===== config.mk =====
export PLATFORM = sky130hd
export DESIGN_NAME = bus_region_decoder_flat
export DESIGN_NICKNAME = d
export VERILOG_FILES = /design/src/rtl/bus_region_decoder_pkg.sv /design/src/rtl/bus_region_decoder_if.sv /design/src/rtl/bus_region_decoder_match.sv /design/src/rtl/bus_region_decoder.sv /design/src/flat_wrapper.sv
export SDC_FILE = /design/constraint.sdc
export NUM_CORES = 1
export LEC_CHECK = 0
export BUFFER_PORTS_ARGS = -buffer_cell sky130_fd_sc_hd__buf_4
export CORE_MARGIN = 4
export CORE_UTILIZATION = 35
export DETAILED_ROUTE_END_ITERATION = 7
export GPL_ROUTABILITY_DRIVEN = 0
export PLACE_DENSITY = 0.76
export SLEW_MARGIN = 20
export SYNTH_ARGS = -nofsm -noshare
export SYNTH_HDL_FRONTEND = slang
export SYNTH_HIERARCHICAL = 1
export SYNTH_SLANG_ARGS = --single-unit
export TNS_END_PERCENT = 5

===== constraint.sdc =====
create_clock -name clk -period 1.4 [get_ports clk]
set_input_delay 0.28 -clock clk [delete_from_list [all_inputs] [get_ports clk]]
set_output_delay 0.28 -clock clk [all_outputs]
set_load 0.005 [all_outputs]

===== src/rtl/bus_region_decoder_pkg.sv =====
// Shared types and default widths for the registered bus region decoder.
package bus_region_decoder_pkg;

   localparam int DEF_ADDR_W    = 8;
   localparam int DEF_N_REGIONS = 4;
   localparam int DEF_WAIT_W    = 3;

   typedef enum logic [1:0] {
      ST_IDLE   = 2'd0,
      ST_ACCESS = 2'd1,
      ST_ERR    = 2'd2
   } state_t;

   // A single region still needs a 1-bit index.
   function automatic int idx_width(input int n);
      return (n > 1) ? $clog2(n) : 1;
   endfunction

endpackage


===== src/rtl/bus_region_decoder_if.sv =====
// Request, region configuration and response signals between the CPU bus and the decoder.
interface bus_region_decoder_if
   import bus_region_decoder_pkg::*;
#(
   parameter int ADDR_W    = DEF_ADDR_W,
   parameter int N_REGIONS = DEF_N_REGIONS,
   parameter int WAIT_W    = DEF_WAIT_W
) ();
   localparam int IDX_W = idx_width(N_REGIONS);

   logic                          en;
   logic                          req;
   logic                          we;
   logic [ADDR_W-1:0]             addr;
   logic [N_REGIONS-1:0]          region_en;
   logic [N_REGIONS*ADDR_W-1:0]   region_base;
   logic [N_REGIONS*ADDR_W-1:0]   region_mask;
   logic [N_REGIONS*WAIT_W-1:0]   region_wait;
   logic [N_REGIONS-1:0]          cs;
   logic                          we_o;
   logic                          busy;
   logic                          ack;
   logic                          decode_err;
   logic [IDX_W-1:0]              hit_idx;

   modport master (
      output en, req, we, addr, region_en, region_base, region_mask, region_wait,
      input  cs, we_o, busy, ack, decode_err, hit_idx
   );

   modport slave (
      input  en, req, we, addr, region_en, region_base, region_mask, region_wait,
      output cs, we_o, busy, ack, decode_err, hit_idx
   );

endinterface


===== src/rtl/bus_region_decoder_match.sv =====
// Combinational base/mask compare across all regions with lowest-index priority.
module bus_region_decoder_match
   import bus_region_decoder_pkg::*;
#(
   parameter int ADDR_W    = DEF_ADDR_W,
   parameter int N_REGIONS = DEF_N_REGIONS,
   parameter int IDX_W     = idx_width(DEF_N_REGIONS)
) (
   input  logic [ADDR_W-1:0]           addr,
   input  logic [N_REGIONS-1:0]        region_en,
   input  logic [N_REGIONS*ADDR_W-1:0] region_base,
   input  logic [N_REGIONS*ADDR_W-1:0] region_mask,
   output logic                        hit,
   output logic [IDX_W-1:0]            idx
);

   // Scan from the top index down so the lowest matching region is the last writer.
   always_comb begin
      hit = 1'b0;
      idx = '0;
      for (int i = N_REGIONS - 1; i >= 0; i--) begin
         if (region_en[i] &&
             ((addr & region_mask[i*ADDR_W +: ADDR_W]) ==
              (region_base[i*ADDR_W +: ADDR_W] & region_mask[i*ADDR_W +: ADDR_W]))) begin
            hit = 1'b1;
            idx = IDX_W'(i);
         end else begin
            hit = hit;
         end
      end
   end

endmodule


===== src/rtl/bus_region_decoder.sv =====
// Registered region decoder: one-hot chip select held for a per-region wait count, then ack.
module bus_region_decoder
   import bus_region_decoder_pkg::*;
#(
   parameter int ADDR_W    = DEF_ADDR_W,
   parameter int N_REGIONS = DEF_N_REGIONS,
   parameter int WAIT_W    = DEF_WAIT_W
) (
   input logic                clk,
   input logic                rst_n,
   bus_region_decoder_if.slave bus
);
   localparam int IDX_W = idx_width(N_REGIONS);

   state_t               state_q, state_d;
   logic [WAIT_W-1:0]    cnt_q, cnt_d;
   logic [N_REGIONS-1:0] cs_q, cs_d;
   logic                 we_q, we_d;
   logic                 busy_q, busy_d;
   logic                 ack_q, ack_d;
   logic                 err_q, err_d;
   logic [IDX_W-1:0]     idx_q, idx_d;

   logic                 m_hit;
   logic [IDX_W-1:0]     m_idx;
   logic [WAIT_W-1:0]    sel_wait;

   bus_region_decoder_match #(
      .ADDR_W    (ADDR_W),
      .N_REGIONS (N_REGIONS),
      .IDX_W     (IDX_W)
   ) u_match (
      .addr        (bus.addr),
      .region_en   (bus.region_en),
      .region_base (bus.region_base),
      .region_mask (bus.region_mask),
      .hit         (m_hit),
      .idx         (m_idx)
   );

   assign sel_wait = bus.region_wait[m_idx*WAIT_W +: WAIT_W];

   // Next state and next output values; config is only looked at on the accept edge.
   always_comb begin
      state_d = state_q;
      cnt_d   = cnt_q;
      cs_d    = cs_q;
      we_d    = we_q;
      idx_d   = idx_q;
      ack_d   = 1'b0;
      err_d   = 1'b0;
      case (state_q)
         ST_IDLE: begin
            if (bus.en && bus.req) begin
               we_d = bus.we;
               if (m_hit) begin
                  state_d      = ST_ACCESS;
                  cs_d         = '0;
                  cs_d[m_idx]  = 1'b1;
                  idx_d        = m_idx;
                  cnt_d        = sel_wait;
                  ack_d        = (sel_wait == '0);
               end else begin
                  state_d = ST_ERR;
                  cs_d    = '0;
                  idx_d   = '0;
                  ack_d   = 1'b1;
                  err_d   = 1'b1;
               end
            end else begin
               state_d = ST_IDLE;
            end
         end
         ST_ACCESS: begin
            // ack is registered, so raise it on the edge that makes the count reach zero.
            if (cnt_q != '0) begin
               cnt_d = cnt_q - WAIT_W'(1);
               ack_d = (cnt_q == WAIT_W'(1));
            end else begin
               state_d = ST_IDLE;
               cs_d    = '0;
            end
         end
         ST_ERR: begin
            state_d = ST_IDLE;
         end
         default: begin
            state_d = ST_IDLE;
            cs_d    = '0;
         end
      endcase
      busy_d = (state_d != ST_IDLE);
   end

   // State, counter and output registers.
   always_ff @(posedge clk or negedge rst_n) begin
      if (!rst_n) begin
         state_q <= ST_IDLE;
         cnt_q   <= '0;
         cs_q    <= '0;
         we_q    <= 1'b0;
         busy_q  <= 1'b0;
         ack_q   <= 1'b0;
         err_q   <= 1'b0;
         idx_q   <= '0;
      end else begin
         state_q <= state_d;
         cnt_q   <= cnt_d;
         cs_q    <= cs_d;
         we_q    <= we_d;
         busy_q  <= busy_d;
         ack_q   <= ack_d;
         err_q   <= err_d;
         idx_q   <= idx_d;
      end
   end

   assign bus.cs         = cs_q;
   assign bus.we_o       = we_q;
   assign bus.busy       = busy_q;
   assign bus.ack        = ack_q;
   assign bus.decode_err = err_q;
   assign bus.hit_idx    = idx_q;

endmodule


===== src/flat_wrapper.sv =====
// flat-port wrapper written by rule: the top's interface ports become plain ports
module bus_region_decoder_flat import bus_region_decoder_pkg::*;
#(
   parameter int ADDR_W    = DEF_ADDR_W,
   parameter int N_REGIONS = DEF_N_REGIONS,
   parameter int WAIT_W    = DEF_WAIT_W
)
  (clk, rst_n, bus_en, bus_req, bus_we, bus_addr, bus_region_en, bus_region_base, bus_region_mask, bus_region_wait, bus_cs, bus_we_o, bus_busy, bus_ack, bus_decode_err, bus_hit_idx);
  bus_region_decoder_if #(.ADDR_W(ADDR_W), .N_REGIONS(N_REGIONS), .WAIT_W(WAIT_W)) bus_i ();
  input logic clk;
  input logic rst_n;
  input wire logic [$bits(bus_i.en)-1:0] bus_en;
  input wire logic [$bits(bus_i.req)-1:0] bus_req;
  input wire logic [$bits(bus_i.we)-1:0] bus_we;
  input wire logic [$bits(bus_i.addr)-1:0] bus_addr;
  input wire logic [$bits(bus_i.region_en)-1:0] bus_region_en;
  input wire logic [$bits(bus_i.region_base)-1:0] bus_region_base;
  input wire logic [$bits(bus_i.region_mask)-1:0] bus_region_mask;
  input wire logic [$bits(bus_i.region_wait)-1:0] bus_region_wait;
  output wire logic [$bits(bus_i.cs)-1:0] bus_cs;
  output wire logic [$bits(bus_i.we_o)-1:0] bus_we_o;
  output wire logic [$bits(bus_i.busy)-1:0] bus_busy;
  output wire logic [$bits(bus_i.ack)-1:0] bus_ack;
  output wire logic [$bits(bus_i.decode_err)-1:0] bus_decode_err;
  output wire logic [$bits(bus_i.hit_idx)-1:0] bus_hit_idx;
  assign bus_i.en = bus_en;
  assign bus_i.req = bus_req;
  assign bus_i.we = bus_we;
  assign bus_i.addr = bus_addr;
  assign bus_i.region_en = bus_region_en;
  assign bus_i.region_base = bus_region_base;
  assign bus_i.region_mask = bus_region_mask;
  assign bus_i.region_wait = bus_region_wait;
  assign bus_cs = bus_i.cs;
  assign bus_we_o = bus_i.we_o;
  assign bus_busy = bus_i.busy;
  assign bus_ack = bus_i.ack;
  assign bus_decode_err = bus_i.decode_err;
  assign bus_hit_idx = bus_i.hit_idx;
  bus_region_decoder #(.ADDR_W(ADDR_W), .N_REGIONS(N_REGIONS), .WAIT_W(WAIT_W)) u_core (.clk(clk), .rst_n(rst_n), .bus(bus_i));
endmodule

==> Word level (Yosys, flattened, before mapping) <==
Index checks and enable logic that the tools add are counted.
{ "word_totals": {"out_inout_bits": 10, "in_bits": 93, "word_cells": 77, "register_bits": 15} }
{ "op_classes": {"shifts": 1, "add_sub_neg": 1, "n_reduce_logical": 14, "bitwise_logic": 9, "magnitude_cmp": 2, "n_mux": 30, "n_mul": 1, "n_eq_ne": 11} }
{ "op_table": {"columns": ["op", "n"], "rows": [
  ["bitwise AND 8 bit", 8],
  ["equality test 8 bit", 4],
  ["2-to-1 mux 2 bit", 8],
  ["2-to-1 mux 4 bit", 3],
  ["case mux 4 bit (3 select lines)", 1],
  ["indexed part select 12 x 5 -> 3 bit", 1],
  ["2-to-1 mux 1 bit", 11],
  ["2-to-1 mux 3 bit", 3],
  ["logical AND 1 bit", 6],
  ["inequality test 2 x 1 -> 1 bit (second input constant)", 3],
  ["case mux 3 bit (2 select lines)", 1],
  ["multiplier 2 x 2 -> 4 bit (second input constant)", 1],
  ["case mux 2 bit (2 select lines)", 1],
  ["AND reduction 4 bit", 1],
  ["nonzero test 2 bit", 2],
  ["equality test 3 x 1 -> 1 bit (second input constant)", 1],
  ["logical NOT 3 bit", 1],
  ["less-than comparator 2 x 3 -> 1 bit (second input constant)", 1],
  ["AND reduction 3 bit", 1],
  ["nonzero test 3 bit", 1],
  ["subtractor 3 x 1 -> 3 bit (second input constant)", 1],
  ["demux 1 bit (select 2 bit)", 1],
  ["equality test 2 x 1 -> 1 bit (second input constant)", 1],
  ["equality test 2 bit (second input constant)", 1],
  ["6 further kinds", 6]
]} }

==> Longest topological paths before layout <==
Gate-level depths: netlist (run 1).
{ "depth": {"depth_word": 14, "mapped_depth": 11, "mapped_depth_nobuf": 10} }

==> Cells and area by module <==
The synthesis (run 1) kept the hierarchy.
{ "modules_own_cells": {"columns": ["module", "seq_area_each_um2", "area_each_um2", "instances", "cells_per_inst"], "rows": [
  ["bus_region_decoder", 375.4, 759.5, 1, 71],
  ["bus_region_decoder_match", 0.0, 498.0, 1, 59]
]} }

==> Worst setup path before layout (run 1) <==
OpenSTA, ideal clock, no wires.
{ "synth_timing": {"path_kind": "input to register", "startpoint": "in bus_addr[5]", "endpoint": "reg u_core.cnt_q[1]", "path_buffers": 1, "arrival_time_ps": 2174, "slack_ps": -913, "setup_time_ps": 139, "path_stages": 10, "t_required_ps": 1261, "path_cell_list": "xor2_1 > a22o_1 > a221oi_2 > and4_4 > a21oi_1 > nor2_1 > buf_6 > mux4_1 > a211oi_1 > a21oi_1"} }
{ "synth_via": {"elab_chain_cells": 12, "word_cells_on_any_way": 27, "cone_classes": "1 x mul; 5 x eq/ne; 1 x shift; 11 x mux; 4 x bitwise; 5 x reduce/logical"} }
{ "synth_rtl": {"columns": ["item", "line_no", "rtl"], "rows": [
  ["from (decl)", "flat_wrapper.sv:15", "input wire logic [$bits(bus_i.addr)-1:0] bus_addr;"],
  ["bitwise AND 8 bit", "bus_region_decoder_match.sv:23", "((addr & region_mask[i*ADDR_W +: ADDR_W]) =="],
  ["equality test 8 bit", "bus_region_decoder_match.sv:23", null],
  ["logical AND 1 bit", "bus_region_decoder_match.sv:22", "if (region_en[i] &&"],
  ["2-to-1 mux 2 bit (3 in series)", "bus_region_decoder_match.sv:22", null],
  ["2-to-1 mux 2 bit *", "bus_region_decoder_match.sv:22", null],
  ["via u_core.m_idx[0]", "bus_region_decoder.sv:25", "logic [IDX_W-1:0] m_idx;"],
  ["multiplier 2 x 2 -> 4 bit *", "bus_region_decoder.sv:41", "assign sel_wait = bus.region_wait[m_idx*WAIT_W +: WAIT_W];"],
  ["indexed part select 12 x 5 -> 3 bit *", "bus_region_decoder.sv:41", null],
  ["2-to-1 mux 3 bit *", "bus_region_decoder.sv:56", "if (m_hit) begin"],
  ["2-to-1 mux 3 bit *", "bus_region_decoder.sv:54", "if (bus.en && bus.req) begin"],
  ["case mux 3 bit (2 select lines) *", "bus_region_decoder.sv:52", "case (state_q)"],
  ["to (signal assigned)", "bus_region_decoder.sv:108", "cnt_q <= cnt_d;"],
  ["to (decl)", "bus_region_decoder.sv:16", "logic [WAIT_W-1:0] cnt_q, cnt_d;"]
]} }
Mark *: on every way through the listed nets, which the timed path passes. The rest lies on a longest branch. The select of a mux whose other input is x is not followed.
A chain may end at the register's enable or synchronous reset.

==> Final worst setup path (run 1) <==
{ "layout_timing": {"startpoint": "in bus_addr[4]", "endpoint": "reg u_core.ack_q, in the netlist u_core/bus.ack"} }
{ "layout_via": {"elab_chain_cells": 13, "word_cells_on_any_way": 26, "cone_classes": "1 x mul; 4 x eq/ne; 1 x shift; 11 x mux; 4 x bitwise; 5 x reduce/logical"} }
{ "layout_rtl": {"columns": ["item", "line_no", "rtl"], "rows": [
  ["bitwise AND 8 bit", "bus_region_decoder_match.sv:23", null],
  ["equality test 8 bit", "bus_region_decoder_match.sv:23", null],
  ["logical AND 1 bit", "bus_region_decoder_match.sv:22", null],
  ["2-to-1 mux 2 bit (3 in series)", "bus_region_decoder_match.sv:22", null],
  ["2-to-1 mux 2 bit *", "bus_region_decoder_match.sv:22", null],
  ["via u_core.m_idx[0]", "bus_region_decoder.sv:25", null],
  ["multiplier 2 x 2 -> 4 bit *", "bus_region_decoder.sv:41", null],
  ["indexed part select 12 x 5 -> 3 bit *", "bus_region_decoder.sv:41", null],
  ["logical NOT 3 bit *", "bus_region_decoder.sv:62", "ack_d = (sel_wait == '0);"],
  ["2-to-1 mux 1 bit *", "bus_region_decoder.sv:56", null],
  ["2-to-1 mux 1 bit *", "bus_region_decoder.sv:54", null],
  ["case mux 1 bit (2 select lines) *", "bus_region_decoder.sv:52", null],
  ["via u_core.ack_d", "bus_region_decoder.sv:20", "logic ack_q, ack_d;"],
  ["to (signal assigned)", "bus_region_decoder.sv:112", "ack_q <= ack_d;"],
  ["to (decl)", "bus_region_decoder.sv:20", null]
]} }
Mark *: on every way through the listed nets, which the timed path passes. The rest lies on a longest branch.

==> metrics.md, run 1 <==
| Metric | Value |
|---|---|
| Yosys Warn Count | 6 |
| Cts bufs inserted | 3 |
| First-pass DRT Iterations | 4 |
| Final WS setup | -0.7988 ns |
| Setup Skew | roughly 0.003 ns |
| Setup CP Type | in2reg |
| CTS tree | built |
| Hold Vio Cnt, Final | 0 |
| #FFs+latches synth | 15 |
| Die Ht | 67.94 um |
| Antenna-violating nets left | 0 |
| Synth unique cells | 35 |
| Failing checks | setup timing |
| Top-count cell post-synth | xor2_1 |
| # Max-Cap Violations | 0 |
| Vias | around 1.5k |
| Vias per cell | 4.818 |
| Seq/Total Area, Yosys | 29.85% |
| Mapped cell area | 0.001257 mm^2 |
| Share of cells above drive strength 1 | 56.70% |
| Horiz. Die Dim | between 60 and 70 um |
| # DRC | 0 |
| Leak | 1.221 nW |
| Avg Cell Area, Syn | 9.673 um^2 |
| CP Data Arrival Time | about 2.4 ns |
| Worst skew pair latency | 0.28 ns |
| IO Port Bufs | 102 |
| Drt total wl | 4280 um |
| HPWL Detailed | 3725 um |
| Routed len/inst | 13.94 um |
| Core area | 0.003416 mm^2 |
| # setup viols final | 14 |
| Core Rows | 21 |
| Async SR Flop Fraction | 100.0% |
| RSZ-0062 raised after global routing | yes |
| Die area | 0.004616 mm^2 |
| Tmin final | 2.199 ns |
| Peak supply drop | around 320 uV |
| First-pass GRT wire length | approximately 6300 um |
| Clk root buf | clkbuf_4 |
| Total Routing Usage GR | 18.22% |
| Outcome | finished with violations |
| Worst Path Max Fanout | 4 |
| Synth top area share | ~30% |
| Relative slew margins | 55.37% |
| Starting Density | 36.81% |
| Initial antenna violation count | 0 |
| Slew @ Worst Pin | 0.6695 ns |
| Power density over cell area | 854.6 mW/mm^2 |
| Fmax | 0.4548 GHz |
| P&R area growth vs syn | 89.25% |
| HP Class | in2reg |
| Nets | 358 |
| Number of global-route vias before repair | 1,563 |
| CP Data Required Time | about 1.6 ns |
| Clock sinks | 15 |
| Yosys top cell by area | dfrtp_1 |
| Synthesized Nets | roughly 230 |
| Post-synth EDFFs | 0 |
| Part of the cycle the worst path needs | 157.1% |
| I/O Pins | 103 |
| Synth top cells by count | 32 x xor2_1, 18 x nand2_1, 15 x dfrtp_1, 9 x nor2_1, 5 x o21ai_0 |
| Ant. Diodes | 0 |
| Worst setup EP type | register |
| Largest net degree at the start of global routing | 16 |
| Setup TNS | -6.304 ns |
| Clk slew on worst S/H paths | 0.09 ns |
| Synth top area cells | dfrtp_1 30%, xor2_1 22%, nand2_1 5.4% |
| H-tree depth | 1 |
| Max Slew Vio Count | 0 |
| Final design utilization | 69.67% |
| GR Overflow Total | 0 |
| Synth Flop Type | dfrtp_1 |
| Syn Inst Count | 130 |
| CP startpoint kind | input pin |
| DR iter-0 viols | 37 |
| Max Root-Sink Buffers | 2 |
-- report_power, final --
| part | leakage (nW) | switching (W) | internal, W | total [W] |
|---|---|---|---|---|
| clock network | 0.0150 | 0.000134 | 0.000111 | 0.000244 |
| registers | 0.196 | 0.0000635 | 0.000543 | 0.000606 |
| logic | 1.01 | 0.000507 | 0.000677 | 0.00118 |
-- worst max-delay path, stage by stage --
cell and delay [ns]:
buf_8 0.11, xor2_1 0.13, a22o_1 0.21, a221oi_2 0.20, and4_1 0.25, a21oi_2 0.06, nor2_1 0.09, buf_4 0.15
mux4_2 0.53, nor4_2 0.27, or3_1 0.14
-- area by class of cell --
class / count / area (um^2)
clock buffer: 4 / 26.28
fill: 284 / 1036
inverter: 3 / 11.26
multi-input combinational: 111 / 915.9
sequential: 15 / 375.4
tap: 46 / 57.56
timing repair buffer: 128 / 993.5
-- placed cells by master (no fill, tap or decap), drive strengths merged, types with 4 or more instances in the layout --
cell,synthesis,layout
buf,1,127
xor2,32,32
nand2,18,18
dfrtp,15,15
nor2,9,9
o21ai,5,5
a222oi,4,4
clkbuf,0,4
and4,4,4
a21oi,4,4
-- metal layers --
metal  track usage (%)  wire, um
met3             7.389       477
met5                 0         0
met2             35.02      2403
met4             6.700        24
met1             16.97      1375
-- timing repair --
action / CTS / global route
setup buffers: 2 / 0
setup endpoints to repair: 13 / 14
endpoints found under the hold margin: 15 / 0
hold buffers: 1 / 0
resized for setup: 14 / 6
pin swaps: 11 / 11
-- flip-flops by register name, summed over array words and instances (netlist names) --
register	count
u_core/bus.cs	4
u_core/cnt_q	3
u_core/bus.hit_idx	2
u_core/state_q	2
u_core/bus.ack	1
u_core/bus.busy	1
u_core/bus.decode_err	1
u_core/bus.we_o	1
-- final timing paths --
path	from	endpoint	slack, ns	depth (start not counted)
worst min-delay path	bus_we	u_core/bus.we_o	0.23	2
max in group asynchronous	rst_n	u_core/bus.cs[3]	0.85	2
worst min register to register	u_core/bus.hit_idx[0]	u_core/bus.hit_idx[0]	0.49	2
min in group asynchronous	rst_n	u_core/bus.decode_err	0.38	2
worst max-delay path	bus_addr[4]	u_core/bus.ack	-0.80	11
worst max register to register	u_core/state_q[1]	u_core/bus.cs[0]	-0.19	4
-- through the flow --
stage               total power (W)  area [um^2]  setup WS, ns  std cells  hold WS, ns
floorplan                  0.001058         1259       -0.8606        130     -0.01559
CTS                        0.002007         2350       -0.8147        307       0.2231
finish                     0.002034         2380       -0.7988        307       0.2345
global route               0.002187         2380       -0.9153        307       0.2286
detailed placement         0.001701         2243        -1.201        300       0.1433
global placement           0.001674         2243        -1.154        300       0.1421
-- cell families (layout without fill, tap and decap cells) --
logic type               after synthesis  count (layout)  share of synthesized area, %
XOR/XNOR                              32              32                         22.29
flip-flops                            15              15                         29.85
adder cells (fa/ha/maj)                3               3                         2.985
multiplexers                           4               4                         6.567
AND/OR/NAND/NOR                       43              43                         17.51
buffers and inverters                  4             135                         1.791
AO/OA/AOI/OAI                         29              29                         19.01
Power figures use the tool's default switching activity.
==> inputs of run 2 (changes only) <==
--- a/config.mk
+++ b/config.mk
@@ -11,9 +11,9 @@
 export DETAILED_ROUTE_END_ITERATION = 7
 export GPL_ROUTABILITY_DRIVEN = 0
 export PLACE_DENSITY = 0.76
+export SKIP_CTS_REPAIR_TIMING = 1
 export SLEW_MARGIN = 20
 export SYNTH_ARGS = -nofsm -noshare
 export SYNTH_HDL_FRONTEND = slang
 export SYNTH_HIERARCHICAL = 1
 export SYNTH_SLANG_ARGS = --single-unit
-export TNS_END_PERCENT = 5
==> run 2 against run 1 <==
  * The flow still finishes with violations (setup timing)
  * Worst hold slack got worse by 0.013 ns
  * Total power increased by 4.5%
  * Clock power increased by 2%
  * First-iteration DRC count increased to 2.7 times the previous value
  * Sequential share of layout area decreased by 0.97 points
  * Clock skew increased by 0.0013 ns
  * Global-route usage decreased by 0.51 points
  * Sequential cell count unchanged
  * Setup slack got worse by 0.086 ns
  * Sequential power about the same
  * Combinational power increased by 8%
  * Critical endpoint unchanged
  * Highest routed layer unchanged
==> metrics.md, run 2 (synthesis results as in run 1) <==
| Metric | Value |
|---|---|
| Outcome | finished with violations (unchanged) |
| Failing checks | setup timing (unchanged) |
| Top Usage Layer GRT | met2 (unchanged) |
| Setup Skew | 0.004228 ns (was 0.002913 ns) |
| P&R area growth vs syn | 101.6% (was 89.25%) |
| Final WS setup | -0.8846 ns (was -0.7988 ns) |
| Vias | 1,484 (was 1,479) |
| Max Slew Vio Count | 0 (unchanged) |
| DR iter-0 viols | 100 (was 37) |
| Clk root buf | clkbuf_4 (unchanged) |
| I/O Pins | 103 (unchanged) |
| Number of global-route vias before repair | 1,449 (was 1,563) |
| M1 GR Usage | 18.28% (was 16.97%) |
| Design Area, Final | 0.002535 mm^2 (was 0.002380 mm^2) |
| Fmax | 0.4377 GHz (was 0.4548 GHz) |
| Peak supply drop | 361.9 uV (was 315.1 uV) |
| Relative slew margins | 74.63% (was 55.37%) |
| Total Routing Usage GR | 17.72% (was 18.22%) |
| H-tree depth | 1 (unchanged) |
| Part of the cycle the worst path needs | 163.2% (was 157.1%) |
| Die area | 0.004616 mm^2 (unchanged) |
| Worst Path Max Fanout | 4 (unchanged) |
| Leak | 1.288 nW (was 1.221 nW) |
| CP Data Required Time | 1.63 ns (about the same) |
| Max Root-Sink Buffers | 2 (unchanged) |
| Initial antenna violation count | 0 (unchanged) |
| Worst-case reg-to-reg path depth | 6 (was 4) |
| Cts bufs inserted | 3 (unchanged) |
| Most frequent cells in the layout | 120 x buf_4, 31 x xor2_1, 15 x nand2_1, 15 x dfrtp_1, 12 x buf_6 (was 120 x buf_4, 32 x xor2_1, 18 x nand2_1) |
| CP Data Arrival Time | 2.52 ns (was 2.43 ns) |
| CP startpoint kind | input pin (unchanged) |
| Tot Pwr | 0.002124 W (was 0.002034 W) |
| Nets | 364 (was 358) |
| CTS tree | built (unchanged) |
| # DRC | 0 (unchanged) |
| Antenna-violating nets left | 0 (unchanged) |
| Met2 usage | 33.33% (was 35.02%) |
| First-pass GRT wire length | 6189 um (was 6306 um) |
| Met3 Use GR | 7.061% (was 7.389%) |
| Core area | 0.003416 mm^2 (unchanged) |
| First-pass DRT Iterations | 5 (was 4) |
| Worst skew pair latency | 0.29 ns (was 0.28 ns) |
| Routed len/inst | 13.84 um (was 13.94 um) |
| Share of cells above drive strength 1 | 61.80% (was 56.70%) |
| Hold Vio Cnt, Final | 0 (unchanged) |
| Ant. Diodes | 0 (unchanged) |
| GR Overflow Total | 0 (unchanged) |
| # setup viols final | 13 (was 14) |
| Vias per cell | 4.741 (was 4.818) |
| Max reg flops | 4 (unchanged) |
| Tmin final | 2.285 ns (was 2.199 ns) |
| Die Ht | 67.94 um (unchanged) |
| Hold-critical path depth | 2 (unchanged) |
| Drt total wl | 4333 um (was 4280 um) |
| Setup CP Type | in2reg (unchanged) |
| Power density over cell area | 838.1 mW/mm^2 (was 854.6 mW/mm^2) |
| HP Class | in2reg (unchanged) |
| IO Port Bufs | 102 (unchanged) |
| Starting Density | 36.81% (unchanged) |
| Worst setup EP type | register (unchanged) |
| Most common cell after layout, fill and taps aside | buf_4 (unchanged) |
| Clock sinks | 15 (unchanged) |
| Clk slew on worst S/H paths | 0.09 ns (about the same) |
| # Max-Cap Violations | 0 (unchanged) |
| Core Rows | 21 (unchanged) |
| Largest net degree at the start of global routing | 16 (unchanged) |
| RSZ-0062 raised after global routing | yes (unchanged) |
| Horiz. Die Dim | 67.94 um (unchanged) |
| Slew @ Worst Pin | 0.3806 ns (was 0.6695 ns) |
| Dpl cell area | 0.002322 mm^2 (was 0.002243 mm^2) |
| HPWL Detailed | 3774 um (was 3725 um) |
==> run 2: cell type report <==
| class | count | area, um^2 |
|---|---|---|
| clock buffer | 4 | 26.28 |
| inverter | 3 | 11.26 |
| fill | 258 | 880.8 |
| multi-input combinational | 111 | 1003 |
| sequential | 15 | 375.4 |
| timing repair buffer | 134 | 1061 |
| tap | 46 | 57.56 |
==> run 2: worst paths after layout <==
path | start | to | slack (ns)
setup / recovery | bus_region_base[26] | u_core/bus.ack | -0.88
hold / removal | bus_we | u_core/bus.we_o | 0.22
setup reg to reg | u_core/cnt_q[0] | u_core/bus.cs[0] | -0.15
hold reg to reg | u_core/bus.hit_idx[0] | u_core/bus.hit_idx[0] | 0.49
max in group asynchronous | rst_n | u_core/bus.cs[0] | 0.85
min in group asynchronous | rst_n | u_core/bus.busy | 0.38
==> run 2: per-layer routing <==
layer | part of all wire (%) | vias to the layer above
li1 | - | 757
met1 | 32 | 659
met3 | 11 | 2
met4 | 0.58 | 0
met5 | 0 | -
met2 | 57 | 66
==> run 2: power by group <==
| group | switching [W] | internal (W) |
|---|---|---|
| clock network | 0.000139 | 0.000111 |
| registers | 0.0000637 | 0.000543 |
| logic | 0.000551 | 0.000717 |
==> run 2: critical path: stages <==
cell	delay, ns
buf_6	0.09
xor2_1	0.15
a222oi_1	0.37
buf_4	0.17
and4_4	0.23
a21oi_4	0.06
nor2_4	0.17
mux4_2	0.57
nor4_2	0.27
or3_1	0.15
==> run 2: metrics by stage <==
step / hold WS (ns) / utilization [%] / setup WS (ns) / cells / setup TNS [ns]
6_report: 0.2216 / 74.21 / -0.8846 / 313 / -7.655
5_1_grt: 0.2085 / 74.21 / -0.9679 / 313 / -8.564
4_1_cts: -0.1748 / 68.75 / -0.9719 / 309 / -7.786
3_5_place_dp: 0.1430 / 67.99 / -1.272 / 305 / -11.71
3_3_place_gp: 0.1420 / 67.99 / -1.202 / 305 / -11.10
2_1_floorplan: -0.01559 / - / -0.8556 / 130 / -5.733
